### src/rtl/ctrl_pipeline_chain.sv
// Control-word pipeline from decode through WB with per-stage stall, hazard
// bubble insertion, ranged flush and saturating stall/bubble statistics.
`timescale 1ns/1ps
module ctrl_pipeline_chain #(
    parameter int WIDTH  = 16,
    parameter int STAGES = 3,
    parameter int IDXW   = 3
) (
    input  logic                      clk,
    input  logic                      reset,
    input  logic [WIDTH-1:0]          ctrl_in,
    input  logic                      ctrl_valid_in,
    input  logic                      hazard,
    input  logic [STAGES-1:0]         stall,
    input  logic                      flush,
    input  logic [IDXW-1:0]           flush_upto,
    output logic [STAGES*WIDTH-1:0]   ctrl_out,
    output logic [STAGES-1:0]         valid_out,
    output logic                      accept,
    output logic                      retire,
    output logic [IDXW:0]             in_flight,
    output logic [15:0]               stall_count,
    output logic [15:0]               bubble_count
);

    logic [WIDTH-1:0]  word_q [STAGES];
    logic [WIDTH-1:0]  word_d [STAGES];
    logic [STAGES-1:0] valid_q, valid_d;
    logic [IDXW:0]     in_flight_q, in_flight_d;
    logic [15:0]       stall_count_q, stall_count_d;
    logic [15:0]       bubble_count_q, bubble_count_d;
    logic [STAGES-1:0] hold;
    logic              bubble_inc;

    // A stage holds whenever it or any younger-numbered-later stage is stalled,
    // i.e. its index is at or below the highest stalled stage.
    always_comb begin
        hold = '0;
        for (int k = 0; k < STAGES; k++) begin
            hold[k] = |(stall >> k);
        end
    end

    always_comb begin
        accept     = ~|stall;
        retire     = valid_q[STAGES-1] & ~stall[STAGES-1];
        bubble_inc = accept & hazard & ~flush;

        for (int k = 0; k < STAGES; k++) begin
            word_d[k] = word_q[k];
        end
        valid_d = valid_q;

        if (flush) begin
            word_d[0]  = '0;
            valid_d[0] = 1'b0;
        end else if (!hold[0]) begin
            word_d[0]  = hazard ? '0 : ctrl_in;
            valid_d[0] = hazard ? 1'b0 : ctrl_valid_in;
        end

        // Flush overrides everything; the stage just above a held region
        // receives a bubble so held instructions are not duplicated.
        for (int k = 1; k < STAGES; k++) begin
            if (flush && (k <= int'(flush_upto))) begin
                word_d[k]  = '0;
                valid_d[k] = 1'b0;
            end else if (hold[k]) begin
                word_d[k]  = word_q[k];
                valid_d[k] = valid_q[k];
            end else if (hold[k-1]) begin
                word_d[k]  = '0;
                valid_d[k] = 1'b0;
            end else begin
                word_d[k]  = word_q[k-1];
                valid_d[k] = valid_q[k-1];
            end
        end

        in_flight_d = '0;
        for (int k = 0; k < STAGES; k++) begin
            in_flight_d = in_flight_d + {{IDXW{1'b0}}, valid_d[k]};
        end

        stall_count_d  = stall_count_q;
        bubble_count_d = bubble_count_q;
        if (!accept && (stall_count_q != 16'hFFFF)) begin
            stall_count_d = stall_count_q + 16'd1;
        end
        if (bubble_inc && (bubble_count_q != 16'hFFFF)) begin
            bubble_count_d = bubble_count_q + 16'd1;
        end
    end

    always_ff @(posedge clk or posedge reset) begin
        if (reset) begin
            for (int k = 0; k < STAGES; k++) begin
                word_q[k] <= '0;
            end
            valid_q        <= '0;
            in_flight_q    <= '0;
            stall_count_q  <= '0;
            bubble_count_q <= '0;
        end else begin
            for (int k = 0; k < STAGES; k++) begin
                word_q[k] <= word_d[k];
            end
            valid_q        <= valid_d;
            in_flight_q    <= in_flight_d;
            stall_count_q  <= stall_count_d;
            bubble_count_q <= bubble_count_d;
        end
    end

    always_comb begin
        for (int k = 0; k < STAGES; k++) begin
            ctrl_out[k*WIDTH +: WIDTH] = word_q[k];
        end
    end

    assign valid_out    = valid_q;
    assign in_flight    = in_flight_q;
    assign stall_count  = stall_count_q;
    assign bubble_count = bubble_count_q;

endmodule

### config.mk
export PLATFORM = sky130hd
export DESIGN_NAME = ctrl_pipeline_chain
export DESIGN_NICKNAME = d
export VERILOG_FILES = /design/src/rtl/ctrl_pipeline_chain.sv
export SDC_FILE = /design/constraint.sdc
export NUM_CORES = 1
export LEC_CHECK = 0
export CAP_MARGIN = 30
export CORE_UTILIZATION = 50
export DETAILED_ROUTE_END_ITERATION = 8
export GPL_TIMING_DRIVEN = 0
export PLACE_DENSITY_LB_ADDON = 0.2
export SLEW_MARGIN = 40
export SYNTH_ARGS = -nofsm -noshare
export SYNTH_HDL_FRONTEND = slang
export SYNTH_SLANG_ARGS = --single-unit
### constraint.sdc
create_clock -name clk -period 4.9 [get_ports clk]
set_input_delay 0.49 -clock clk [delete_from_list [all_inputs] [get_ports clk]]
set_output_delay 0.49 -clock clk [all_outputs]
set_load 0.05 [all_outputs]
Yosys cells after proc, flatten, opt, wreduce, memory -nomap -nowiden
Cells that the tools add are included.
{"block": "word_totals", "rom_bits": 0, "memories": 0, "latch_bits": 0, "output_inout_bits": 89, "ramBits": 0, "in_bits": 27, "ff_bits": 86, "elab_cells": 48}
{"block": "classes", "n_eq_ne": 5, "muxes": 18, "div": 0, "n_addsub": 4, "order_cmp": 2, "shifts": 0, "n_bitwise": 5, "mul": 0, "reduce_logical": 7}
{"op": "16-bit two-way mux", "n": 9}
{"op": "16-bit by 1-bit adder with 16-bit output (second input constant)", "n": 2}
{"op": "16-bit inequality test (second input constant)", "n": 2}
{"op": "1-bit two-way mux", "n": 9}
{"op": "1-bit logical AND", "n": 4}
{"op": "2-bit by 1-bit inequality test with 1-bit output (second input constant)", "n": 2}
{"op": "2-bit by 1-bit adder with 3-bit output", "n": 1}
{"op": "1-bit AND", "n": 3}
{"op": "1-bit by 3-bit less-or-equal comparator with 1-bit output (first input constant)", "n": 1}
{"op": "2-bit by 3-bit less-or-equal comparator with 1-bit output (first input constant)", "n": 1}
{"op": "3-bit OR reduction", "n": 1}
{"op": "1-bit by 1-bit adder with 2-bit output", "n": 1}
{"op": "2-bit inequality test (second input constant)", "n": 1}
{"op": "1-bit inverter", "n": 2}
{"op": "2-bit OR reduction", "n": 1}
{"op": "1-bit logical NOT", "n": 1}

Depth between registers and ports, before layout
{"block": "depth", "depth_word": 6, "mapped_depth": 8, "depth_no_buf": 6}

Worst setup path before layout
No wires, ideal clock.
{"block": "synth_timing", "path_type": "input to register", "start": "input stall[1]", "end": "register in_flight_q[0] (netlist: in_flight[0])", "required_ns": 4.786, "path_buffers": 2, "path_slack_ns": 2.620, "cell_stages": 8, "setup_ns": 0.114, "arrival_ns": 2.166, "cell_sequence": "or3_1 clkbuf_1 inv_1 buf_2 a22oi_1 or2_2 fa_1 inv_1"}
{"block": "synth_between", "elab_chain_len": 6}
{"element": "start, declared", "line_no": "14", "source": "input logic [STAGES-1:0] stall,"}
{"element": "3-bit OR reduction", "line_no": "40", "source": "hold[k] = |(stall >> k);"}
{"element": "1-bit two-way mux", "line_no": "71", "source": "end else if (hold[k-1]) begin"}
{"element": "1-bit two-way mux", "line_no": "68", "source": "end else if (hold[k]) begin"}
{"element": "1-bit two-way mux", "line_no": "65", "source": "if (flush && (k <= int'(flush_upto))) begin"}
{"element": "1-bit by 1-bit adder with 2-bit output", "line_no": "82", "source": "in_flight_d = in_flight_d + {{IDXW{1'b0}}, valid_d[k]};"}
{"element": "2-bit by 1-bit adder with 3-bit output (*)", "line_no": "82"}
{"element": "net in_flight_d[0]", "line_no": "29", "source": "logic [IDXW:0] in_flight_q, in_flight_d;"}
{"element": "end signal, assigned", "line_no": "109", "source": "in_flight_q <= in_flight_d;"}
{"element": "end, declared", "line_no": "29"}
Mark *: on every way through the listed nets, which the timed path passes. The rest lies on a longest branch.
A chain may end at the register's enable or synchronous reset.

Worst setup path after layout
{"block": "layout_timing", "start": "input stall[1]", "end": "output accept"}
{"block": "layout_between", "elab_chain_len": 2}
{"element": "3-bit OR reduction", "line_no": "45", "source": "accept = ~|stall;"}
{"element": "1-bit logical NOT"}
{"element": "end, declared", "line_no": "19", "source": "output logic accept,"}
No other way between the ends.

==> flow_metrics.py <==
metrics = {
    "floorplan": {
        "boundaryPins": 116,
        "die_area_mm2": 0.00770,
        "rows": 30,
        "initial_utilization": 0.530,
        "die_x_um": 87.8,
        "coreArea_mm2": 0.00694,
        "dieHeight_um": 87.8,
    },
    "cts": {
        "tritoncts": "yes",
        "cts_made_buffers": 9,
        "cts.sinks": 85,
        "insertion_delay_ns": 0.35,
        "htree_levels": 3,
        "clk_pin_slew_worst_paths_ns": 0.08,
        "clockRootBuffer": "clkbuf_8",
        "cts_hold_buf": 0,
        "post_cts_buffers": 0,
        "ctsResizeCount": 0,
        "clockBufferDepth": 2,
    },
    "cells_and_area": {
        "design_area_mm2": 0.00514,
        "drive_gt1_frac": 0.0897,
        "nNetsFinal": 482,
        "area_delta_synth_final_pct": 39.8,
        "antenna_cells": 0,
        "n_fill_cell": 482,
        "stdcell_count": 553,
    },
    "synth": {
        "netlist_instances": 327,
        "yosysWarningCount": 0,
        "seq_area_frac_synth": 0.578,
        "synth_commonest_cells": "85 x dfrtp_1, 44 x nor2_1, 34 x a22oi_1",
        "yosysMostFrequentCell": "dfrtp_1",
        "synth-edff-count": 0,
        "synth_top_area_cell": "dfrtp_1",
        "synth_top_area_frac": 0.578,
        "postSynth.asyncResetShare": 1.00,
        "synthesis.area_mm2": 0.00368,
        "syn_area_per_cell_um2": 11.2,
        "synth_area_leaders": "dfrtp_1 58%, a22oi_1 6.9%, nor2_1 4.5%",
        "synth_flop_cell": "dfrtp_1",
        "ys_types": 44,
        "ys_ff_latch": 85,
    },
    "detailed_routing": {
        "vias_per_cell": 5.63,
        "wire_per_inst_um": 16.4,
        "vias": 3111,
        "ant_nets": 0,
        "first_iter_violations": 232,
        "first_pass_iters": 5,
        "drt_wl_total_um": 9060,
        "drc": 0,
    },
    "timing": {
        "worst_slew_pin_slew_ns": 0.613,
        "finalSetupTns_ns": 0,
        "slew_headroom": 0.590,
        "min_period_ns": 3.55,
        "fin_crit_sh": 0.724,
        "finalHoldViolCount": 0,
        "maxSlewViolCount": 0,
        "hold_ws_ns": 0.515,
        "fin_skew_ns": 0.00829,
        "fmax_mhz": 282,
        "rsz0062_at_grt": "no",
        "setup_viol": 0,
    },
    "global_route": {
        "grt_max_degree": 50,
        "antenna_found_initial": 0,
        "grt_overflow": 0,
        "first_global_vias": 2868,
        "grtUsageTotal": 0.249,
        "grt_pass1_wl_um": 14500,
    },
    "critical_path": {
        "worstRegToRegCells": 5,
        "critPathKind": "in -> out",
        "crit_buf_inv": 6,
        "cp_slowest_cell": "clkdlybuf4s50_1",
        "crit_family": "buffers and inverters",
        "r2r_slack_ns": 2.79,
        "crit_path_end_kind": "output pin",
        "path_max_fanout": 10,
        "critPathRequiredTime_ns": 4.41,
        "crit_path_max_incr_delay_ns": 0.83,
        "cp-start-kind": "input port",
        "crit_chain": "clkdlybuf4s50_1 > or3_1 > clkbuf_1 > inv_1 > buf_2 > buf_2 > clkdlybuf4s50_1",
        "timing.rr.start": "bubble_count[0]",
        "r2r_end": "bubble_count[1]",
        "arrival_ns": 3.06,
    },
    "hold_path": {
        "hp-start": "bubble_count[4]",
        "worstHoldPathCells": 1,
        "min_to": "bubble_count[4]",
        "min_path_type": "reg -> reg",
    },
    "flow_run": {
        "cap_violations": 0,
    },
    "placed_design": {
        "dp.final_hpwl_um": 6690,
        "placed_area_mm2": 0.00495,
        "dp_cells": 537,
        "io_buffers": 112,
        "globalplace.congestion": 0.874,
    },
    "power": {
        "p_leak_nw": 2.24,
        "ir_drop_uv": 339,
        "p_per_area_mw_per_mm2": 334,
        "power_w": 0.00172,
    },
    "outcome": {
        "status": "finished, final reports clean",
    },
}
per-layer routing:
| layer | share of wire | global-route usage | wire length, µm |
|---|---|---|---|
| met3 | 0.054 | 0.0377 | 487 |
| met4 | 0.022 | 0.104 | 201 |
| met1 | 0.45 | 0.358 | 4070 |
| met2 | 0.47 | 0.378 | 4300 |
| met5 | 0 | 0 | 0 |
cell families (layout without fill, tap and decap cells):
kind of cell               count (synthesis)  count (layout)  synth area share
buffers and inverters                     22             151            0.0255
and+or+nand+nor                          121             121             0.175
muxes                                      5               5            0.0153
adders and majority gates                  3               3            0.0122
xor gates and xnor gates                  22              22            0.0524
AOI/OAI and AO/OA                         68              68             0.140
DFF                                       85              85             0.578
other                                      1               2           0.00102
state kept, by name (all words and copies together) (netlist names):
register,flops
valid_out,3
ctrl_out,48
bubble_count,16
stall_count,16
in_flight,2
through the flow:
stage / util / setup WS, ns
2_1_floorplan: - / 2.22
3_3_place_gp: 0.709 / 0.977
3_5_place_dp: 0.713 / 1.35
4_1_cts: 0.740 / 1.35
5_1_grt: 0.741 / 1.22
6_report: 0.741 / 1.35
cell usage in the layout, fill, tap and decap left out, types with 2 or more instances in the layout:
master             n
nand2_1           13
clkbuf_1          10
dfrtp_1           85
and4_1             5
nand3_1           11
inv_1              5
a21oi_1            5
clkinv_2           4
ha_1               2
clkdlybuf4s50_1  112
xnor2_1            8
a31oi_1            2
conb_1             2
buf_4              2
nor2_1            44
nor4_1             4
a22o_1            16
xor2_1            14
nand4_1           12
o21ai_0            3
nor3_2             2
or2_2              3
mux2_2             5
a22oi_1           34
clkbuf_8           9
and3_1             9
buf_2              3
nor3_1             9
power by group:
group	internal, W	total, W	switching (W)
sequential	0.000746	0.000818	0.0000721
combinational	0.000149	0.000423	0.000274
clock	0.000233	0.000479	0.000246
cell type report:
type                            instances  area, µm²  share of cell area
Buffer                                 16       71.3              0.0139
Clock buffer                            9        124              0.0241
Clock inverter                          7       66.3              0.0129
Inverter                                6       27.5             0.00535
Multi-Input combinational cell        221       1470               0.285
Sequential cell                        85       2130               0.414
Tap cell                               96        120              0.0234
Timing Repair Buffer                  113       1140               0.222
worst max path at each step:
stage	startpoint	to	slack (ns)	depth (start not counted)
after CTS	stall[1]	accept	1.35	7
after global routing	stall[1]	accept	1.22	7
after floorplan	reset	bubble_count[0]	2.22	1
after global placement	reset	ctrl_out[33]	0.98	2
final	stall[1]	accept	1.35	7
after detailed placement	stall[1]	accept	1.35	7
Note: power is estimated with default switching activity, not from simulation.
==> RTL change 1, RTL diff (config.mk and constraints unchanged) <==
Set the parameter `WIDTH` to 20 (it was 16).
--- a/src/rtl/ctrl_pipeline_chain.sv
+++ b/src/rtl/ctrl_pipeline_chain.sv
@@ -2,7 +2,7 @@
 // bubble insertion, ranged flush and saturating stall/bubble statistics.
 `timescale 1ns/1ps
 module ctrl_pipeline_chain #(
-    parameter int WIDTH  = 16,
+    parameter int WIDTH  = 20,
     parameter int STAGES = 3,
     parameter int IDXW   = 3
 ) (
Ports: changed (resized ctrl_in and ctrl_out); port bits go from 116 to 132. The function was not compared with the original's and may differ.
==> RTL change 1 against the original RTL <==
Total power increased by 8.4%; area after synthesis increased by 10%; clock power is essentially flat; sequential cell count is 12 higher; final area up 10%; combinational power grew 9.7%; routed wire length grew 10%; core utilization fell by 1.0 points; worst setup slack better by 0.015 ns; global-route usage decreased by 0.23 points; final cell count grew 9.2%; register-to-register slack gained 0.07 ns.
==> RTL change 1: results <==
[outcome]
outcome = "complete, no violations"

[yosys]
synthTopCellsByCount = "dfrtp_1, nor2_1, a22oi_1"
seq_area_frac_synth_pct = 60.0
synth_cell_types = 38
yosysWarningCount = 0
postSynth.asyncResetShare_pct = 100
synth.area.top_cells = "dfrtp_1, a22oi_1, nor2_1, a22o_1, xor2_1"

[finish]
diodes = 0
drive_above_1_share_pct = 5.98
fin_nets = 531
largest_reg_flops = 60

[setup_path]
critical_path.top_delay_family = "buffers and inverters"
critPathMaxFanout = 10
reg2reg_slack_ns = 2.86
rr_worst_depth = 5
reg2reg_from = "bubble_count[0]$_DFFE_PP0P_"
r2r_end = "bubble_count[1]$_DFFE_PP0P_"
arrival_ns = 3.04
critPathMaxStageDelay_ns = 0.90
slowest_stage = "clkdlybuf4s50_1"

[min_path]
hold_path_class = "primary input to asynchronous set/reset pin"

[place]
hpwl_um = 7190
portBuffers = 128
routabilityCongestion = 0.819

[global_routing]
grt_pass1_wl_um = 16300
grt_pass1_vias = 3217
grt_max_degree = 80
grt_use_met2_pct = 40.7
gr-usage-met1_pct = 33.3
antenna_found_initial = 0
gr-usage-met3_pct = 3.81
track_usage_pct = 24.7

[clock_tree]
cts_buffers = 9
root_buffer = "clkbuf_8"
path_clk_slew_ns = 0.10
h-tree-depth = 3
post-cts-setup-buffer-count = 0
insertion_delay_ns = 0.35
cts_buffer_depth = 2
ctsResizeCount = 0

[power]
leakagePower_nw = 2.42
irDropWorstVdd_uv = 326

[drt]
drtIter0Drc = 166
wirelength_um = 9980
via_count = 3425
drt_first_pass_iters = 5

[timing]
whs_ns = 0.454
slew_headroom_pct = 54.5
skew_ns = 0.0105
## RTL change 1: worst max-delay path by stage
stage               startpoint                           to  slack (ns)  cells after the start
detailed placement    stall[1]                       accept        1.38                      5
global placement         reset     ctrl_out[17]$_DFFE_PP0P_        0.51                      2
global route          stall[1]                       accept        1.22                      5
CTS                   stall[1]                       accept        1.38                      5
floorplan                reset  bubble_count[0]$_DFFE_PP0P_        1.88                      1
finish                stall[1]                       accept        1.37                      5
## RTL change 1: kinds of logic (layout without fill, tap and decap cells)
kind of cell,Yosys count,count (layout),share of synthesized area (%)
AOI/OAI and AO/OA,79,79,14.9
and+or+nand+nor,120,120,14.8
muxes,4,4,1.11
adders and majority gates,3,3,1.11
xor gates and xnor gates,24,24,5.19
other,1,2,0.0926
buffers and inverters,28,173,2.78
DFF,97,97,60.0
## RTL change 1: where the power goes
group	total (mW)	leakage, nW	switching [mW]	internal [mW]
Sequential	0.921	1.33	0.0721	0.848
Combinational	0.464	1.00	0.302	0.162
Clock	0.480	0.0879	0.287	0.192
## RTL change 1: routing by layer
layer,wire (µm),vias up
li1,-,1586
met1,4340,1703
met3,559,16
met5,0,-
met2,4870,120
met4,213,0
## RTL change 1: per-stage QoR
stage | utilization (%) | cells | power (mW) | cell area [µm²]
final | 73.1 | 604 | 1.86 | 5680
after global routing | 73.1 | 604 | 1.94 | 5680
after CTS | 73.1 | 604 | 1.87 | 5680
after detailed placement | 70.8 | 588 | 1.40 | 5500
after global placement | 70.3 | 587 | 1.39 | 5460
after floorplan | - | 357 | 1.22 | 4050
## RTL change 1: area by class of cell
class | count | area (µm²)
buffer | 21 | 86.3
timing repair buffer | 129 | 1310
inverter | 7 | 33.8
sequential | 97 | 2430
multi-input combinational | 232 | 1510
tap | 102 | 128
clock inverter | 6 | 51.3
clock buffer | 10 | 128
fill | 556 | 2090
==> RTL change 2, RTL diff (config.mk and constraints unchanged) <==
Made on the original files. Make the reset (`reset`) synchronous in one clocked block.
--- a/src/rtl/ctrl_pipeline_chain.sv
+++ b/src/rtl/ctrl_pipeline_chain.sv
@@ -92,7 +92,7 @@
         end
     end
 
-    always_ff @(posedge clk or posedge reset) begin
+    always_ff @(posedge clk) begin
         if (reset) begin
             for (int k = 0; k < STAGES; k++) begin
                 word_q[k] <= '0;
Formal check against the unedited RTL: differs if reset is asserted again (counterexample within 4 cycles, from zero or initial values and one cycle with reset high); with reset held inactive, the same outputs for 10 cycles.
==> RTL change 2 against the original RTL <==
Final area grew 0.46%; area after synthesis grew 0.92%; global-route usage grew 1.7 points; via count grew 20%; largest cell class is now multi-input combinational cells; worst setup slack gained 0.048 ns; die area grew 0.89%; sequential cell count is the same; highest routed layer unchanged; routed wire length grew 15%.
Power is not compared: it rests on default switching activity, and its combinational part moved more than twofold at a synthesized area within 25%.
==> RTL change 2: results <==
[yosys]
seq_area_frac_synth_pct = 45.8
synthTopCellsByCount = "dfxtp_1, nor2_1, a21oi_1"
synth-xor-area-share_pct = 0
synth.area.top_cells = "dfxtp_1, a22oi_1, a21oi_1, nor2_1, nand3b_1"
postSynth.asyncResetShare_pct = 0
synthAdderAreaFrac_pct = 1.21
synthFlopType = "dfxtp_1"
synth_cell_types = 49
synthMuxAreaShare_pct = 2.43
synth-compound-area-share_pct = 18.7

[finish]
drive_above_1_share_pct = 8.55
area_growth_pct = 39.2
fin_nets = 575
filler_cell_count = 602
largest_reg_flops = 48
regMostFlops = "word_q"
diodes = 0

[clock_tree]
ctsResizeCount = 0
cts_buffer_depth = 2
cts_buffers = 9
post-cts-setup-buffer-count = 0

[place]
portBuffers = 112
place_area_um2 = 4960
routabilityCongestion = 0.839
dp_slack_ns = 1.42
hpwl_um = 7520

[outcome]
outcome = "complete, no violations"

[timing]
skew_ns = 0.0101
whs_ns = 0.477
worstMarginPinSlew_ns = 0.682

[min_path]
hold_start = "word_q[0][9]$_SDFFE_PP0N_"
min_to = "word_q[0][9]$_SDFFE_PP0N_"
hold_path_depth = 2

[setup_path]
critical_path.top_delay_family = "buffers and inverters"
r2r_end = "bubble_count[1]$_SDFFE_PP0P_"
arrival_ns = 3.01
reg2reg_from = "bubble_count[8]$_SDFFE_PP0P_"
reg2reg_slack_ns = 2.79
slowest_stage = "clkdlybuf4s50_1"
critPathMaxStageDelay_ns = 0.84

[power]
irDropWorstVdd_uv = 164
leakagePower_nw = 1.66

[global_routing]
grt_pass1_wl_um = 16000
track_usage_pct = 26.6
grt_max_degree = 17
grt_pass1_vias = 3422

[drt]
via_count = 3724
drtIter0Drc = 186
drt_first_pass_iters = 5
wirelength_um = 10400
==> RTL change 2: changes by cell type after synthesis, sizes merged, moves of 16 or more <==
| cell | unedited run | this run |
|---|---|---|
| nand3b | 0 | 17 |
| a21oi | 5 | 39 |
| dfxtp | 0 | 85 |
| a22o | 16 | 0 |
| dfrtp | 85 | 0 |
| nand2 | 13 | 31 |
==> RTL change 2: cells by family after synthesis <==
logic type,Yosys count
other,1
AND/OR/NAND/NOR,182
buffers and inverters,36
AO/OA/AOI/OAI,106
flip-flops,85
adder cells (fa/ha/maj),3
multiplexers,8
==> RTL change 2: metal layers <==
metal / vias to the layer above / track usage, % / routed length, µm
met1: 1794 / 33.7 / 4470
met2: 117 / 46.0 / 5130
met3: 11 / 4.34 / 648
met4: 0 / 8.94 / 136
met5: - / 0 / 0
li1: 1802 / - / -
==> RTL change 2: power breakdown <==
| part | switching, mW | total (mW) | leakage (nW) | internal, mW |
|---|---|---|---|---|
| logic | 0.0642 | 0.105 | 0.867 | 0.0406 |
| clock network | 0.269 | 0.513 | 0.103 | 0.244 |
| registers | 0.00455 | 0.698 | 0.685 | 0.694 |
==> RTL change 2: worst max path at each step <==
stage                                            start                            to  slack [ns]  cells after the start
after floorplan           bubble_count[8]$_SDFFE_PP0P_  bubble_count[9]$_SDFFE_PP0P_        2.68                      4
after global placement                        stall[2]                        accept        1.42                      7
after detailed placement                      stall[2]                        accept        1.42                      7
after CTS                                     stall[2]                        accept        1.42                      7
after global routing                          stall[2]                        accept        1.31                      7
final                                         stall[2]                        accept        1.40                      7
==> RTL change 2: tightest hold or removal path, delay by kind of cell, from the launching register on <==
| family | cells | cell delay (ns) |
|---|---|---|
| AO/OA/AOI/OAI | 1 | 0.05 |
| flip-flops | 1 | 0.33 |
| AND/OR/NAND/NOR | 1 | 0.06 |
==> RTL change 2: area by class of cell <==
type                       count  area share (%)
clock inverter                 7            1.60
buffer                        30            2.57
multi-input combinational    301            36.0
sequential                    85            32.9
clock buffer                   9            2.40
timing repair buffer         112            21.7
tap                           99            2.40
inverter                       6           0.436
==> RTL change 2: through the flow <==
| step | instances | total power [mW] |
|---|---|---|
| 2_1_floorplan | 422 | 0.771 |
| 6_report | 649 | 1.32 |
| 5_1_grt | 649 | 1.36 |
| 3_3_place_gp | 633 | 0.817 |
| 4_1_cts | 649 | 1.32 |
| 3_5_place_dp | 633 | 0.818 |
